## config.mk

```make
export PLATFORM = sky130hd
export DESIGN_NAME = shiftreg_sched
export DESIGN_NICKNAME = d
export VERILOG_FILES = /design/src/rtl/shiftreg_pkg.sv /design/src/rtl/shiftreg_sched_rr_arb2.sv /design/src/rtl/shiftreg_sched.sv
export SDC_FILE = /design/constraint.sdc
export NUM_CORES = 1
export LEC_CHECK = 0
export ABC_CLOCK_PERIOD_IN_PS = 3900
export BUFFER_PORTS_ARGS = -buffer_cell sky130_fd_sc_hd__clkbuf_2
export CORE_ASPECT_RATIO = 1.2
export CORE_MARGIN = 2
export CORE_UTILIZATION = 46
export CTS_CLUSTER_SIZE = 10
export DETAILED_ROUTE_END_ITERATION = 10
export HOLD_SLACK_MARGIN = 0.1
export PLACE_DENSITY = 0.71
export SLEW_MARGIN = 20
export SYNTH_ARGS = -nofsm -noshare
export SYNTH_HDL_FRONTEND = slang
export SYNTH_SLANG_ARGS = --single-unit
```

## constraint.sdc

```tcl
create_clock -name clk -period 3.9 [get_ports clk]
set_input_delay 0.78 -clock clk [delete_from_list [all_inputs] [get_ports clk]]
set_output_delay 0.78 -clock clk [all_outputs]
set_load 0.03 [all_outputs]
```

## src/rtl/shiftreg_pkg.sv

```systemverilog
// Shared constants and types for the shift-line scheduler.
package shiftreg_pkg;

   localparam logic SRC_A = 1'b0;
   localparam logic SRC_B = 1'b1;

   localparam int SR_DEPTH = 20;
   localparam int SR_WIDTH = 8;

   typedef enum logic [1:0] {
      IDLE  = 2'd0,
      RUN   = 2'd1,
      FLUSH = 2'd2
   } sched_state_e;

endpackage

```

## src/rtl/shiftreg_sched_rr_arb2.sv

```systemverilog
// Two-request round-robin arbiter; the pointer names the source preferred on a tie.
module rr_arb2
   import shiftreg_pkg::*;
(
   input  logic       clk,
   input  logic       rst,
   input  logic [1:0] req,
   input  logic       advance,
   output logic [1:0] gnt
);

   logic ptr_q;
   logic ptr_d;

   // Grant the lone requester, or the preferred one when both request.
   always_comb begin
      gnt = 2'b00;
      if (req == 2'b11) begin
         gnt = (ptr_q == SRC_B) ? 2'b10 : 2'b01;
      end else begin
         gnt = req;
      end
   end

   // Pointer moves to the other source only when a grant is actually consumed.
   always_comb begin
      ptr_d = ptr_q;
      if (advance && (gnt != 2'b00)) begin
         ptr_d = gnt[0] ? SRC_B : SRC_A;
      end
   end

   // Pointer register.
   always_ff @(posedge clk) begin
      if (rst) begin
         ptr_q <= SRC_A;
      end else begin
         ptr_q <= ptr_d;
      end
   end

endmodule

```

## src/rtl/shiftreg_sched.sv

```systemverilog
// Scheduler for a shared DEPTH-stage byte shift line: arbitrates sources A/B,
// tracks per-stage valid/source tags and presents the tail as a stream.
module shiftreg_sched
   import shiftreg_pkg::*;
#(
   parameter  int DEPTH = SR_DEPTH,
   parameter  int WIDTH = SR_WIDTH,
   localparam int CW    = $clog2(DEPTH + 1)
) (
   input  logic             clk,
   input  logic             rst,
   input  logic             a_valid,
   input  logic [WIDTH-1:0] a_data,
   output logic             a_ready,
   input  logic             b_valid,
   input  logic [WIDTH-1:0] b_data,
   output logic             b_ready,
   input  logic             flush,
   output logic             sr_shift_en,
   output logic [WIDTH-1:0] sr_data_in,
   input  logic [WIDTH-1:0] sr_data_out,
   output logic             out_valid,
   output logic [WIDTH-1:0] out_data,
   output logic             out_src,
   input  logic             out_ready,
   output logic [CW-1:0]    occupancy,
   output logic             busy
);

   sched_state_e     state_q, state_d;
   logic [DEPTH-1:0] tv_q, tv_d;
   logic [DEPTH-1:0] ts_q, ts_d;
   logic [CW-1:0]    occ_q, occ_d;

   logic       shift_ok;
   logic       grant_en;
   logic [1:0] req;
   logic [1:0] gnt;
   logic       accept;
   logic       out_fire;

   rr_arb2 u_arb (
      .clk     (clk),
      .rst     (rst),
      .req     (req),
      .advance (accept),
      .gnt     (gnt)
   );

   // Handshake and shift control; everything is held quiet while reset is asserted.
   always_comb begin
      shift_ok    = !tv_q[DEPTH-1] || out_ready;
      grant_en    = !rst && (state_q != FLUSH) && shift_ok;
      req         = {b_valid, a_valid} & {2{grant_en}};
      a_ready     = gnt[0];
      b_ready     = gnt[1];
      accept      = gnt[0] || gnt[1];
      out_valid   = tv_q[DEPTH-1] && !rst;
      out_src     = ts_q[DEPTH-1];
      out_data    = sr_data_out;
      out_fire    = out_valid && out_ready;
      sr_shift_en = !rst && shift_ok &&
                    (accept || tv_q[DEPTH-1] || ((state_q == FLUSH) && (occ_q != '0)));
      sr_data_in  = gnt[1] ? b_data : (gnt[0] ? a_data : '0);
      occupancy   = occ_q;
      busy        = (state_q != IDLE);
   end

   // Tags follow the data line; occupancy counts live tags.
   always_comb begin
      tv_d  = tv_q;
      ts_d  = ts_q;
      if (sr_shift_en) begin
         tv_d = {tv_q[DEPTH-2:0], accept};
         ts_d = {ts_q[DEPTH-2:0], gnt[1]};
      end
      occ_d = occ_q + CW'(accept) - CW'(out_fire);
   end

   // FSM next state; a flush accepted in RUN takes any same-cycle insert with it.
   always_comb begin
      state_d = state_q;
      case (state_q)
         IDLE: begin
            if (accept) state_d = RUN;
         end
         RUN: begin
            if (flush) begin
               state_d = FLUSH;
            end else if ((occ_d == '0) && !accept) begin
               state_d = IDLE;
            end
         end
         FLUSH: begin
            if (occ_d == '0) state_d = IDLE;
         end
         default: state_d = IDLE;
      endcase
   end

   // State, tag and occupancy registers.
   always_ff @(posedge clk) begin
      if (rst) begin
         state_q <= IDLE;
         tv_q    <= '0;
         ts_q    <= '0;
         occ_q   <= '0;
      end else begin
         state_q <= state_d;
         tv_q    <= tv_d;
         ts_q    <= ts_d;
         occ_q   <= occ_d;
      end
   end

endmodule
```

==> results_dict.tcl, run 1 <==
set metrics [dict create \
    dp.final_hpwl_um 2590 \
    dieArea_um2 5230 \
    vias 1667 \
    power.leakage_nw 0.954 \
    fp.dieH_um 78.8 \
    dp.cells 336 \
    htree_levels 2 \
    start_util_pct 47.4 \
    clk_latency_ps 300 \
    ant_nets 0 \
    tns_ps 0 \
    post_cts_buffers 0 \
    drc 0 \
    holdBufCountCts 0 \
    synth_common_cells "nand2_1, dfxtp_1, o21ai_1" \
    hold_violations 0 \
    cts_tree "done" \
    gr-total-overflow 0 \
    synth-edff-count 0 \
    fin_total_pwr_mw 1.10 \
    period_minus_slack_ps 3110 \
    slowest_delay_ps 390 \
    synth_fp_nets 292 \
    critPathRequiredTime_ps 4100 \
    drive_above_1_share_pct 24.5 \
    cp.buffers_inverters 4 \
    grtUsageTotal_pct 15.4 \
    avgSynthCellArea_um2 8.41 \
    diodes 0 \
    drt_pass1_iterations 4 \
    cp_max_fo 32 \
    coreArea_um2 4530 \
    cts.path.max_buffers 2 \
    synth-async-reset-ratio_pct 0 \
    portBuffers 40 \
    synth_flop_cell "dfxtp_1" \
    rsz0062_at_grt "no" \
    finClkSkew_ps 10.5 \
    status "complete, no violations" \
    wirelength_um 3700 \
    worst_slew_margin_rel_pct 66.3 \
    cp-end-kind "flip-flop" \
    maxSlewViolCount 0 \
    startpoint_type "input port" \
    ys_seq_area_share_pct 44.8 \
    rows 27 \
    power.density_nw_per_um2 461 \
    critical-path-top-delay-family "adder cells" \
    peakVddDrop_mv 0.227 \
    die_width_um 66.4 \
    cp.arrival_ps 3310 \
    setup_viol 0 \
    stdcell_count 344 \
    grt_max_degree 54 \
    yosys.area.top_type "dfxtp_1" \
    path_cells "clkbuf_2, buf_4, nor2b_1, and2_1, ha_1, inv_1, ha_1, inv_1, fa_1, nand2b_1, a21oi_1, xnor2_1, a31oi_1, o211a_1" \
    numClockSinks 48 \
    num_io_pins 57 \
    cts_resized 0 \
    tightest_slew_ps 505 \
    whs_ps 440 \
    drt-wirelength-per-cell_um 10.8 \
    yosysMostFrequentCell "nand2_1" \
    clkTransAtPathRegs_ps 90 \
    synthTopCellsByArea "dfxtp_1, nand2_1, a21oi_2, o21ai_1, ha_1" \
    ys_ff_latch 48 \
    via_per_inst 4.85 \
    cts-buffers-inserted 5 \
    maxCapViolCount 0 \
    synth.distinct_cells 36 \
    timing.final.crit_share_pct 79.8 \
    hold_class "flip-flop to flip-flop" \
    area_growth_pct 11.4 \
    grt_pass1_wl_um 6250 \
    ys_warn_count 0 \
    maxClockFrequency_ghz 0.321 \
    slowest_stage "fa_1" \
    critPathKind "input port to flip-flop" \
    layout.nets 322 \
    clockRootBuffer "clkbuf_8" \
    antenna_found_initial 0 \
    place.gp.congestion 0.825 \
    synthCells 255 \
    grt_pass1_vias 1526 \
    drt_iter0_markers 66 \
    yosys.area.top_type_share_pct 44.8 \
    netlist_area_um2 2150 \
]
layer usage:
layer  GRT usage [%]  part of all wire, %  vias up
met4            6.94                  1.9        0
met2            25.7                   46       46
met3            4.39                  6.2        6
met5               0                    0        -
li1                -                    -      886
met1            18.0                   46      729
cells in the final DEF (no fill, tap or decap):
master	instances
nand2_1	76
dfxtp_1	48
clkbuf_2	40
o21ai_1	18
nor2_1	13
a21oi_2	12
a21oi_1	12
inv_1	10
a22o_1	8
ha_1	6
clkbuf_8	6
buf_4	4
nor2b_1	3
a21o_1	3
xnor2_1	3
nand2b_1	2
nor3_1	2
clkinvlp_4	2
nor2b_4	1
nor2b_2	1
nor4_4	1
nor4b_1	1
o31ai_2	1
inv_2	1
nand4b_1	1
or2_2	1
and2_1	1
xor2_1	1
and3b_1	1
a31oi_1	1
o211a_1	1
and3_1	1
nand3_1	1
o31ai_1	1
o21ai_0	1
fa_1	1
registers in the layout (all words and copies together) (netlist names):
| signal | cells |
|---|---|
| occupancy | 5 |
| tv_q | 20 |
| u_arb.ptr_q | 1 |
| ts_q | 20 |
| state_q | 2 |
layout make-up:
| type | count | area (um2) |
|---|---|---|
| Fill cell | 436 | 2140 |
| Timing Repair Buffer | 44 | 230 |
| Clock inverter | 2 | 15.0 |
| Tap cell | 58 | 72.6 |
| Multi-Input combinational cell | 175 | 988 |
| Clock buffer | 6 | 82.6 |
| Sequential cell | 48 | 961 |
| Inverter | 11 | 41.3 |
worst paths after layout:
check | slack, ps | end | startpoint | depth (start not counted)
max reg2reg | 1030 | state_q[0] | tv_q[19] | 13
max | 790 | state_q[0] | rst | 14
min reg2reg | 440 | tv_q[12] | tv_q[11] | 2
min | 440 | tv_q[12] | tv_q[11] | 2
tightest hold or removal path, delay by kind of cell (launching register included):
kind	cells	cell delay [ps]
simple gates	1	50
compound gates	1	50
flops	1	320
stage by stage:
step | worst slack, ps | cell area (um2) | util, %
finish | 789 | 2390 | 52.8
global route | 613 | 2390 | 52.8
CTS | 811 | 2390 | 52.8
detailed placement | 487 | 2290 | 50.7
global placement | 559 | 2290 | 50.7
floorplan | 761 | 2150 | -
cell families (layout without fill, tap and decap cells):
logic type / after synthesis / in the layout / synth area share [%]
adder cells (fa/ha/maj): 7 / 7 / 4.43
XOR/XNOR: 4 / 4 / 1.63
buffers and inverters: 32 / 63 / 9.15
flip-flops: 48 / 48 / 44.8
AO/OA/AOI/OAI: 58 / 58 / 18.1
AND/OR/NAND/NOR: 106 / 106 / 21.9
power by group:
part	switching (mW)	internal [mW]
logic	0.166	0.0978
registers	0.0202	0.512
clock network	0.162	0.144
Note: power is estimated with default switching activity, not from simulation.
==> run 2, diff against run 1 <==
Settings changed: ABC_AREA from default to 1, ABC_CLOCK_PERIOD_IN_PS 3900 to 2950.
Clock period 3.9 ns to 2.95 ns, I/O delays scaled along.
==> run 2 against run 1 <==
  * First-iteration DRC count up 61%
  * Flip-flop and latch count unchanged
  * Register-to-register slack worse by 560 ps
  * Critical path type unchanged
  * Critical endpoint unchanged
==> results_dict.tcl, run 2 <==
set metrics [dict create \
    coreArea_um2 4660 \
    ys_seq_area_share_pct 42.7 \
    ys_ff_latch 48 \
    wirelength_um 4180 \
    status "complete, no violations" \
    dp.final_hpwl_um 2880 \
    reg2reg_from "tv_q[19]" \
    drt-wirelength-per-cell_um 10.6 \
    yosysMostFrequentCell "nand2_1" \
    ant_nets 0 \
    cp.buffers_inverters 5 \
    layout.nets 372 \
    cts.path.max_buffers 2 \
    yosys.area.top_type "dfxtp_1" \
    slowest_stage "fa_1" \
    r2r_setup_slack_ps 470 \
    cp_common_cell "nand2_1" \
    synthTopCellsByArea "dfxtp_1, nand2_1, nor2_1, nand3b_1, nand3_1" \
    timing.final.crit_share_pct 85.6 \
    dieArea_um2 5470 \
    drt_pass1_iterations 4 \
    portBuffers 40 \
    cts_resized 0 \
    vias 1928 \
    maxSlewViolCount 0 \
    holdBufCountCts 0 \
    avgSynthCellArea_um2 7.42 \
    grtUsageTotal_pct 17.7 \
    synth_flop_cell "dfxtp_1" \
    maxCapViolCount 0 \
    cp-end-kind "flip-flop" \
    worst_slack_ps 424 \
    hold_end "tv_q[10]" \
    startpoint_type "input port" \
    period_minus_slack_ps 2530 \
    holdCritStartpoint "tv_q[9]" \
    cp_max_fo 3 \
    grt_pass1_vias 1770 \
    yosys.area.top_type_share_pct 42.7 \
    fp.dieH_um 80.6 \
    drive_above_1_share_pct 19.6 \
    hold_violations 0 \
    synth-edff-count 0 \
    clockRootBuffer "clkbuf_8" \
    antenna_found_initial 0 \
    pre_cts_slack_ps 85.6 \
    synthCells 303 \
    clk_latency_ps 300 \
    gr-total-overflow 0 \
    clkTransAtPathRegs_ps 90 \
    critical-path-top-delay-family "adder cells" \
    numClockSinks 48 \
    post_cts_buffers 0 \
    fin_total_pwr_mw 1.68 \
    cts-buffers-inserted 5 \
    peakVddDrop_mv 0.367 \
    place.gp.congestion 0.812 \
    drt_iter0_markers 106 \
    layout_commonest_cell "nand2_1" \
    grt_pass1_wl_um 7530 \
    netlist_area_um2 2250 \
    tightest_slew_ps 392 \
    rsz0062_at_grt "no" \
    min_path_cells 2 \
    rows 27 \
    cp.arrival_ps 2730 \
    tns_ps 0 \
    fin_util_pct 54.3 \
    drc 0 \
    hold_class "flip-flop to flip-flop" \
    critPathRequiredTime_ps 3150 \
    finClkSkew_ps 8.74 \
    critPathLaunch "out_ready" \
    synth_fp_nets 340 \
    grt_max_degree 41 \
    setup_viol 0 \
    power.leakage_nw 1.26 \
    slowest_delay_ps 490 \
    area_growth_pct 12.6 \
    synth-async-reset-ratio_pct 0 \
    critPathKind "input port to flip-flop" \
    r2r-end "state_q[0]" \
    htree_levels 2 \
    diodes 0 \
    via_per_inst 4.89 \
    ys_warn_count 0 \
    reg2reg_depth 18 \
    die_width_um 67.8 \
    power.density_nw_per_um2 664 \
    synth.distinct_cells 24 \
    maxClockFrequency_ghz 0.396 \
    worst_slew_margin_rel_pct 73.9 \
    final_cell_mix "nand2_1, dfxtp_1, nor2_1" \
    num_io_pins 57 \
    start_util_pct 48.3 \
    path_cells "clkbuf_2, inv_1, nand2_1, nand2_1, nor2_4, nand3_2, nand2_1, inv_1, ha_1, inv_1, ha_1, inv_1, fa_1, nand2_1, nor2_1, nand3_1, nor2_1, nand2_1, nand2_1, a21oi_1" \
    synth_common_cells "nand2_1, dfxtp_1, nor2_1" \
    cts_tree "done" \
]
run 2: cell count changes in the layout (fill, tap and decap cells not counted), moves of 4 or more:
cell	delta
o21ai_1	-18
a21oi_2	-12
nor2_1	+33
nand3b_1	+19
buf_4	+4
inv_1	+10
nand3_1	+27
run 2: per-stage QoR:
stage / cells / instance area, um2 / hold slack, ps
final: 394 / 2530 / 450
after global routing: 394 / 2530 / 466
after CTS: 394 / 2530 / 455
after detailed placement: 386 / 2430 / 438
after global placement: 386 / 2430 / 432
after floorplan: 303 / 2250 / 427
run 2: cell type report:
cell class,count,area (um2)
fillers,461,2130
multi-input cells,208,1050
flip-flops and latches,48,961
repair buffers,48,260
inverters,24,90.1
clock buffers,6,82.6
well taps,58,72.6
clock inverters,2,15.0
run 2: worst reg2reg max path: stages, from the launching register on:
cell and delay, ps:
dfxtp_1 350, nand2_1 70, nand2_1 90, nor2_4 110
nand3_2 90, nand2_1 90, inv_1 50, ha_1 280
inv_1 50, ha_1 150, inv_1 50, fa_1 490
nand2_1 60, nor2_1 90, nand3_1 90, nor2_1 100
nand2_1 50, nand2_1 50, a21oi_1 50
run 2: cells by family (layout without fill, tap and decap cells):
group                    after synthesis  count (layout)  share of synthesized area [%]
flip-flops                            48              48                           42.7
AO/OA/AOI/OAI                         20              20                           5.90
adder cells (fa/ha/maj)                7               7                           4.23
AND/OR/NAND/NOR                      181             181                           36.6
buffers and inverters                 47              80                           10.6
run 2: report_power, final:
part / leakage, nW / total (mW) / internal [mW] / switching, mW
Sequential: 0.392 / 0.750 / 0.711 / 0.0389
Combinational: 0.824 / 0.519 / 0.186 / 0.333
Clock: 0.0434 / 0.412 / 0.190 / 0.222
Total: 1.26 / 1.68 / 1.09 / 0.594
run 2: metal layers:
layer	vias up	part of all wire [%]	GRT usage [%]	wire (um)
li1	1017	-	-	-
met1	880	48	21.6	1990
met2	25	48	29.5	1990
met3	6	3.2	4.62	134
met4	0	1.6	6.80	65
met5	-	0	0	0
run 2: how the worst max path moves through the flow:
| stage | to | slack [ps] | cells after the start |
|---|---|---|---|
| floorplan | state_q[0] | 290 | 19 |
| global placement | state_q[0] | 110 | 20 |
| detailed placement | state_q[0] | 90 | 20 |
| CTS | state_q[0] | 400 | 20 |
| global route | state_q[0] | 110 | 20 |
| finish | state_q[0] | 420 | 20 |
